`src/rtl/sevenseg_scan_pkg.sv`:
```
// ============================================================================
// Module  : sevenseg_scan_pkg
// Brief   : Shared display constants and types for the four-digit scanner.
// Revision: 1.0
// ============================================================================
`default_nettype none

package sevenseg_scan_pkg;

    localparam int          c_slot_count = 4;
    localparam logic [6:0]  c_seg_off    = 7'b1111111;
    localparam logic [3:0]  c_an_off     = 4'b1111;

    typedef enum logic [0:0] {
        SLOT_BLANK = 1'b0,
        SLOT_DRIVE = 1'b1
    } slot_state_t;

    // Active-low one-hot anode pattern for a slot index.
    function automatic logic [3:0] anode_onehot_n(input logic [1:0] idx);
        return ~(4'b0001 << idx);
    endfunction

endpackage

`default_nettype wire

```
`src/rtl/sevenseg_scan_bcd.sv`:
```
// ============================================================================
// Module  : sevenseg_scan_bcd
// Brief   : BCD to active-low seven-segment decoder, seg_n = {g,f,e,d,c,b,a}.
// Revision: 1.0
// ============================================================================
`default_nettype none

module sevenseg_scan_bcd
    import sevenseg_scan_pkg::*;
(
    input  logic [3:0] bcd,
    output logic [6:0] seg_n
);

    always_comb begin
        case (bcd)
            4'd0:    seg_n = 7'b1000000;
            4'd1:    seg_n = 7'b1111001;
            4'd2:    seg_n = 7'b0100100;
            4'd3:    seg_n = 7'b0110000;
            4'd4:    seg_n = 7'b0011001;
            4'd5:    seg_n = 7'b0010010;
            4'd6:    seg_n = 7'b0000010;
            4'd7:    seg_n = 7'b1111000;
            4'd8:    seg_n = 7'b0000000;
            4'd9:    seg_n = 7'b0010000;
            default: seg_n = c_seg_off;
        endcase
    end

endmodule

`default_nettype wire

```
`src/rtl/sevenseg_scan.sv`:
```
// ============================================================================
// Module  : sevenseg_scan
// Brief   : Four-digit multiplexed seven-segment scanner with double-buffered
//           load, anti-ghost blanking and leading-zero suppression.
// Revision: 1.0
// ============================================================================
`default_nettype none

module sevenseg_scan
    import sevenseg_scan_pkg::*;
#(
    parameter int DIV          = 50000,
    parameter int BLANK_CYCLES = 4
) (
    input  logic        clk,
    input  logic        rst,
    input  logic [15:0] din,
    input  logic        load,
    output logic        ready,
    input  logic        lzb,
    output logic [6:0]  seg,
    output logic [3:0]  an
);

    localparam int c_cnt_w = (DIV > 1) ? $clog2(DIV) : 1;

    logic [c_cnt_w-1:0] cnt_q, cnt_d;
    logic [1:0]         idx_q, idx_d;
    logic [15:0]        active_q, active_d;
    logic [15:0]        pending_q, pending_d;
    logic               ready_q, ready_d;
    logic [6:0]         seg_q, seg_d;
    logic [3:0]         an_q, an_d;

    logic               w_slot_wrap;
    logic               w_frame_boundary;
    logic               w_load_accept;
    slot_state_t        w_state;
    logic [3:0]         w_nibble;
    logic [6:0]         w_dec_seg;
    logic               w_upper_zero;
    logic               w_lz_blank;

    assign w_slot_wrap      = (cnt_q == c_cnt_w'(DIV - 1));
    assign w_frame_boundary = w_slot_wrap && (idx_q == 2'(c_slot_count - 1));
    assign w_load_accept    = load && ready_q;
    assign w_state          = (cnt_q < c_cnt_w'(BLANK_CYCLES)) ? SLOT_BLANK : SLOT_DRIVE;
    assign w_nibble         = active_q[{idx_q, 2'b00} +: 4];

    // A digit is a leading zero when it and every nibble above it are zero.
    assign w_upper_zero     = ((active_q >> {idx_q, 2'b00}) == 16'h0000);
    assign w_lz_blank       = lzb && (idx_q != 2'd0) && w_upper_zero;

    sevenseg_scan_bcd u_bcd (
        .bcd   (w_nibble),
        .seg_n (w_dec_seg)
    );

    always_comb begin
        cnt_d     = w_slot_wrap ? '0 : cnt_q + 1'b1;
        idx_d     = w_slot_wrap ? idx_q + 2'd1 : idx_q;
        active_d  = active_q;
        pending_d = pending_q;
        ready_d   = ready_q;

        // Active only ever changes on the frame boundary, so no frame mixes values.
        if (w_load_accept) begin
            if (w_frame_boundary) begin
                active_d = din;
            end else begin
                pending_d = din;
                ready_d   = 1'b0;
            end
        end else if (w_frame_boundary && !ready_q) begin
            active_d = pending_q;
            ready_d  = 1'b1;
        end

        if (w_state == SLOT_BLANK) begin
            an_d  = c_an_off;
            seg_d = c_seg_off;
        end else begin
            an_d  = anode_onehot_n(idx_q);
            seg_d = w_lz_blank ? c_seg_off : w_dec_seg;
        end
    end

    always_ff @(posedge clk or posedge rst) begin
        if (rst) begin
            cnt_q     <= '0;
            idx_q     <= 2'd0;
            active_q  <= 16'h0000;
            pending_q <= 16'h0000;
            ready_q   <= 1'b1;
            seg_q     <= c_seg_off;
            an_q      <= c_an_off;
        end else begin
            cnt_q     <= cnt_d;
            idx_q     <= idx_d;
            active_q  <= active_d;
            pending_q <= pending_d;
            ready_q   <= ready_d;
            seg_q     <= seg_d;
            an_q      <= an_d;
        end
    end

    assign ready = ready_q;
    assign seg   = seg_q;
    assign an    = an_q;

endmodule

`default_nettype wire

```
`config.mk`:
```
export PLATFORM = sky130hd
export DESIGN_NAME = sevenseg_scan
export DESIGN_NICKNAME = d
export VERILOG_FILES = /design/src/rtl/sevenseg_scan_pkg.sv /design/src/rtl/sevenseg_scan_bcd.sv /design/src/rtl/sevenseg_scan.sv
export SDC_FILE = /design/constraint.sdc
export NUM_CORES = 1
export LEC_CHECK = 0
export ABC_CLOCK_PERIOD_IN_PS = 4500
export CELL_PAD_IN_SITES_DETAIL_PLACEMENT = 1
export CELL_PAD_IN_SITES_GLOBAL_PLACEMENT = 1
export CORE_MARGIN = 4
export CORE_UTILIZATION = 43
export DETAILED_ROUTE_END_ITERATION = 12
export GPL_TIMING_DRIVEN = 0
export PLACE_DENSITY = 0.72
export RECOVER_POWER = 100
export REMOVE_ABC_BUFFERS = 1
export SETUP_SLACK_MARGIN = 0.1
export SLEW_MARGIN = 20
export SYNTH_ARGS = -nofsm -noshare
export SYNTH_HDL_FRONTEND = slang
export SYNTH_HIERARCHICAL = 1
export SYNTH_SLANG_ARGS = --single-unit
```
`constraint.sdc`:
```
create_clock -name clk -period 4.5 [get_ports clk]
set_input_delay 0.9 -clock clk [delete_from_list [all_inputs] [get_ports clk]]
set_output_delay 0.9 -clock clk [all_outputs]
set_load 0.02 [all_outputs]
```
; ---- Word-level counts from Yosys, hierarchy flattened
; Memory sizes are Yosys's and may differ from the RTL's.
; Index checks and enable logic that the tools add are counted.
[classes]
add_sub_neg = 2
n_lt_le_gt_ge = 1
eq_ne = 4
n_shift = 3
muxes = 10
bitwise_logic = 2
reduce_logical = 12
[ops]
columns = op, count
row1 = 2-to-1 mux 16 bit, 4
row2 = "adder 16 x 1 -> 16 bit, second input constant", 1
row3 = "== test 16 bit, second input constant", 1
row4 = logical NOT 16 bit, 1
row5 = "less-than comparator 16 x 3 -> 1 bit, second input constant", 1
row6 = variable part select 16 x 5 -> 4 bit, 1
row7 = right shift 16 x 4 -> 16 bit, 1
row8 = 2-to-1 mux 7 bit, 2
row9 = AND reduction 2 bit, 3
row10 = logical AND 1 bit, 5
row11 = 2-to-1 mux 4 bit, 1
row12 = "inequality test 2 bit, second input constant", 2
row13 = NOT 4 bit, 1
row14 = nonzero test 2 bit, 2
row15 = "<< shifter 1 x 2 -> 4 bit, first input constant", 1
row16 = 2-to-1 mux 1 bit, 3
row17 = "adder 2 x 1 -> 2 bit, second input constant", 1
row18 = "== test 2 bit, second input constant", 1
row19 = logical NOT 1 bit, 1
row20 = NOT 1 bit, 1
[word_totals]
reg_bits = 62
mem_bits_ro = 112
in_bits = 20
output_inout_bits = 12
word_cells = 42
n_memories = 1
[memory_table]
columns = name, words, word_bits, read_ports, rd_ports_with_merged_regs, wr, line_no
row1 = (no name shown), 16, 7, 1, 0, 0, sevenseg_scan_bcd.sv:16  ; case (bcd)

; ---- Depth between registers and ports, before layout
[logic_depth]
word_depth = 5
mapped_depth = 9
depth_no_buf = 8

; ---- Cells and area by module
; Netlist, hierarchy kept.
[by_module_without_submodules]
columns = module, instances, cells_per_inst, area_each_um2, seq_area_each_um2
row1 = sevenseg_scan, 1, 219, 2964.1, 1566.5
row2 = sevenseg_scan_bcd, 1, 33, 210.2, 0.0

; ---- Worst setup path before layout
; No wires, ideal clock.
[synth_timing]
kind = input-to-reg
from = input port load
to = register active_q[0]
arrival_time_ns = 2.040
t_required_ns = 4.375
path_slack_ns = 2.336
stages = 4
path_buffers = 1
cell_sequence = nand2_1 -> clkbuf_1 -> mux2_2 -> mux2_2
[synth_via]
elab_chain_len = 3
elab_cells_between_ends = 5
classes_between = 1 x eq/ne / 1 x mux / 3 x reduce/logical
[synth_lines]
columns = element, line_no
row1 = from (decl), sevenseg_scan.sv:18  ; input logic load,
row2 = logical AND 1 bit (*), sevenseg_scan.sv:46  ; assign w_load_accept = load && ready_q;
row3 = inequality test 2 bit (no line) or nonzero test 2 bit (tied branches), -
row4 = AND reduction 2 bit (no line), -
row5 = to (signal assigned), sevenseg_scan.sv:100  ; active_q <= active_d;
row6 = to (decl), sevenseg_scan.sv:29  ; logic [15:0] active_q, active_d;
; Every way passes the cells marked *; elsewhere a longest branch is shown, timed or not.
; A chain may end at the register's enable or synchronous reset.

; ---- Worst setup path in the final report
[layout_timing]
from = register cnt_q[0]
to = register pending_q[9]
[layout_via]
elab_chain_len = 4
[layout_lines]
columns = element, line_no
row1 = from (decl), sevenseg_scan.sv:27  ; logic [c_cnt_w-1:0] cnt_q, cnt_d;
row2 = from (signal assigned), sevenseg_scan.sv:98  ; cnt_q <= cnt_d;
row3 = == test 16 bit, sevenseg_scan.sv:44  ; assign w_slot_wrap = (cnt_q == c_cnt_w'(DIV - 1));
row4 = logical AND 1 bit, sevenseg_scan.sv:45  ; assign w_frame_boundary = w_slot_wrap && (idx_q == 2'(c_slot_count - 1));
row5 = NOT 1 bit (no line), -
row6 = AND reduction 2 bit (no line), -
row7 = to (signal assigned), sevenseg_scan.sv:101  ; pending_q <= pending_d;
row8 = to (decl), sevenseg_scan.sv:30  ; logic [15:0] pending_q, pending_d;
; Every way passes these cells.

==> reports/results.ini <==
[cells_and_area]
layout-drive-gt1-share_pct=27.8
regArea_um2=1570
syn_to_final_growth_pct=15.1
n_antenna_cell=0
multi_input_area_um2=1430
fillers=799
finalNetCount=316

[die]
rows=31
dieWidth_um=93.9
start_util_pct=44.0
die_area_um2=8820
pin_count=32
die_h_um=93.9
coreArea_um2=7210

[global_route]
overflow=0
grt.total_usage_pct=16.3
grt_max_degree=41
grt_pass1_vias=2153
grt_pass1_wl_mm=10.9
antenna_found_initial=0

[timing]
fin_tns_setup_ps=0
setup_ws_ps=1370
max_freq_ghz=0.320
period_share_pct=69.5
tightest_slew_ps=1630
hold_viol_final=0
min_period_ps=3130
drv_slew=17
rsz0062_at_grt=false
setup_viol_count_final=0
finClkSkew_ps=7.32
maxSlewHeadroom_pct=-8.79

[drt]
avgViaCountPerCell=5.14
ant_nets=0
dr.pass1.iters=4
drt_iter0_drc=42
drc=0
vias=2004
wl_mm=6.30
wl_per_cell_um=16.2

[worst_setup_path]
cpPeakStageDelay_ps=1380
cp-startpoint=cnt_q[0]$_DFF_PP0_
r2r_setup_slack_ps=1370
r2r-start=cnt_q[0]$_DFF_PP0_
path_buf_inv=0
crit_path_start_kind=flop
required_ps=4730
worstPathMaxFanout=16
crit_path_end_kind=flop
worst_ep_arrival_time_ps=3350
crit_type=reg -> reg
critical-path-top-delay-family=compound AO/OA/AOI/OAI gates
cp_slowest_cell=o311ai_2
cp_cell_sequence=ha_1 -> and3_1 -> nand4_1 -> o311ai_2 -> mux2_2

[logic_synthesis]
yosysWarnings=6
yosysMostFrequentCell=dfrtp_1
synth_top_cell_by_area=dfrtp_1
yosysUniqueCellTypes=45
async_reset_ff_share_pct=100
synth_cells=252
yosys-top-cells-count=50 x dfrtp_1, 39 x mux2_2, 22 x nor2_1
synth_area_um2=3170
ys_seq_elements=62
synth.top_cells.by_area=dfrtp_1 39%, mux2_2 14%, dfstp_2 9.9%, mux2_4 4.7%, ha_1 3.9%
synth_top_area_share_pct=39.4
syn_area_per_cell_um2=12.6
synth_edf_count=0
ys.flop_type=dfrtp_1
yosysSeqAreaShare_pct=49.3

[clock_tree]
cts_setup_buffers=0
htree_num_levels=3
clk_latency_ps=340
cts_tree=built
clk_pin_slew_ps=70
clock_path_buffers=2
post_cts_resized=0
ctsHoldBuffers=0
cts_root_buf=clkbuf_8
cts_buffers=9
clock-sinks=62

[job]
cap_violations=1

[placement]
post-place-ws_ps=1660
dp_hpwl_mm=4.49
globalplace.congestion=0.753
io_buffer_count=31

[power_and_ir_drop]
powerDensity_nw_per_um2=292
vdd_drop_max_uv=157
leakage_nw=1.63

[status]
status=complete, but fails checks
violations=capacitance limit, slew limit

[hold_path]
hp-start=pending_q[6]$_DFFE_PP0P_
min_path_type=reg -> reg

## routing by layer
metal | track usage [%] | up-vias | part of all wire (%)
met3 | 6.17 | 10 | 4.3
met1 | 19.5 | 1008 | 44
met4 | 5.78 | 0 | 1.4
met5 | 0 | - | 0
met2 | 26.9 | 27 | 50
li1 | - | 959 | -
## state kept, by name, summed over array words and instances (netlist names)
register / cells
active_q: 16
seg: 7
idx_q: 2
pending_q: 16
cnt_q: 16
ready: 1
an: 4
## power by group
group	leakage, nW	switching [W]	total, W	internal, W
sequential	0.783	0.00000753	0.000582	0.000575
combinational	0.761	0.0000240	0.0000638	0.0000399
clock	0.0844	0.000207	0.000421	0.000214
total	1.63	0.000239	0.00107	0.000828
## stage by stage
stage | power (W) | std cells | hold slack, ps | utilization (%) | cell area [um^2]
6_report | 0.00107 | 390 | 497 | 50.6 | 3650
3_3_place_gp | 0.000659 | 373 | 480 | 49.0 | 3530
5_1_grt | 0.00113 | 390 | 514 | 50.6 | 3650
3_5_place_dp | 0.000664 | 374 | 491 | 49.3 | 3560
2_1_floorplan | 0.000632 | 243 | 448 | - | 3100
4_1_cts | 0.00110 | 390 | 507 | 51.5 | 3720
## layout make-up
type | count | share of cell area (%)
timing repair buffer | 32 | 9.04
tap | 99 | 3.39
clock inverter | 2 | 0.274
clock buffer | 14 | 4.18
multi-input combinational | 172 | 39.3
inverter | 9 | 0.959
sequential | 62 | 42.9
## worst reg2reg max path: stages (launching register included)
cell and delay (ps):
dfrtp_1 390, ha_1 200, and3_1 280, nand4_1 320, o311ai_2 1380, mux2_2 450
## logic make-up after synthesis
group,count (synthesis),synth area share [%]
AO/OA/AOI/OAI,21,5.01
XOR/XNOR,13,3.59
adder cells (fa/ha/maj),10,3.94
buffers and inverters,18,3.43
flip-flops,62,49.3
multiplexers,53,21.4
AND/OR/NAND/NOR,75,13.3
## final timing paths
check	cells past startpoint	end
worst min register to register	1	pending_q[6]$_DFFE_PP0P_
worst max register to register	5	pending_q[9]$_DFFE_PP0P_
min in group asynchronous	2	pending_q[14]$_DFFE_PP0P_
worst min-delay path	1	pending_q[6]$_DFFE_PP0P_
worst max-delay path	5	pending_q[9]$_DFFE_PP0P_
max in group asynchronous	3	seg[5]$_DFF_PP1_
## layout by cell type, fill, tap and decap left out, types with 4 or more instances in the layout
cell,synthesis,layout
a21oi_1,3,4
nand4_1,4,5
dfrtp_1,50,50
nand3_1,6,6
nor4_1,4,4
nand2_1,17,17
ha_1,10,10
mux4_2,4,4
nor2_1,22,23
inv_1,9,8
o21ai_0,7,7
clkdlybuf4s50_1,0,18
xor2_1,8,8
dfstp_2,12,12
nand2b_1,4,4
mux2_2,39,45
clkbuf_1,2,4
dlygate4sd3_1,0,13
xnor2_1,5,5
clkbuf_8,0,10
Note: power is estimated with default switching activity, not from simulation.
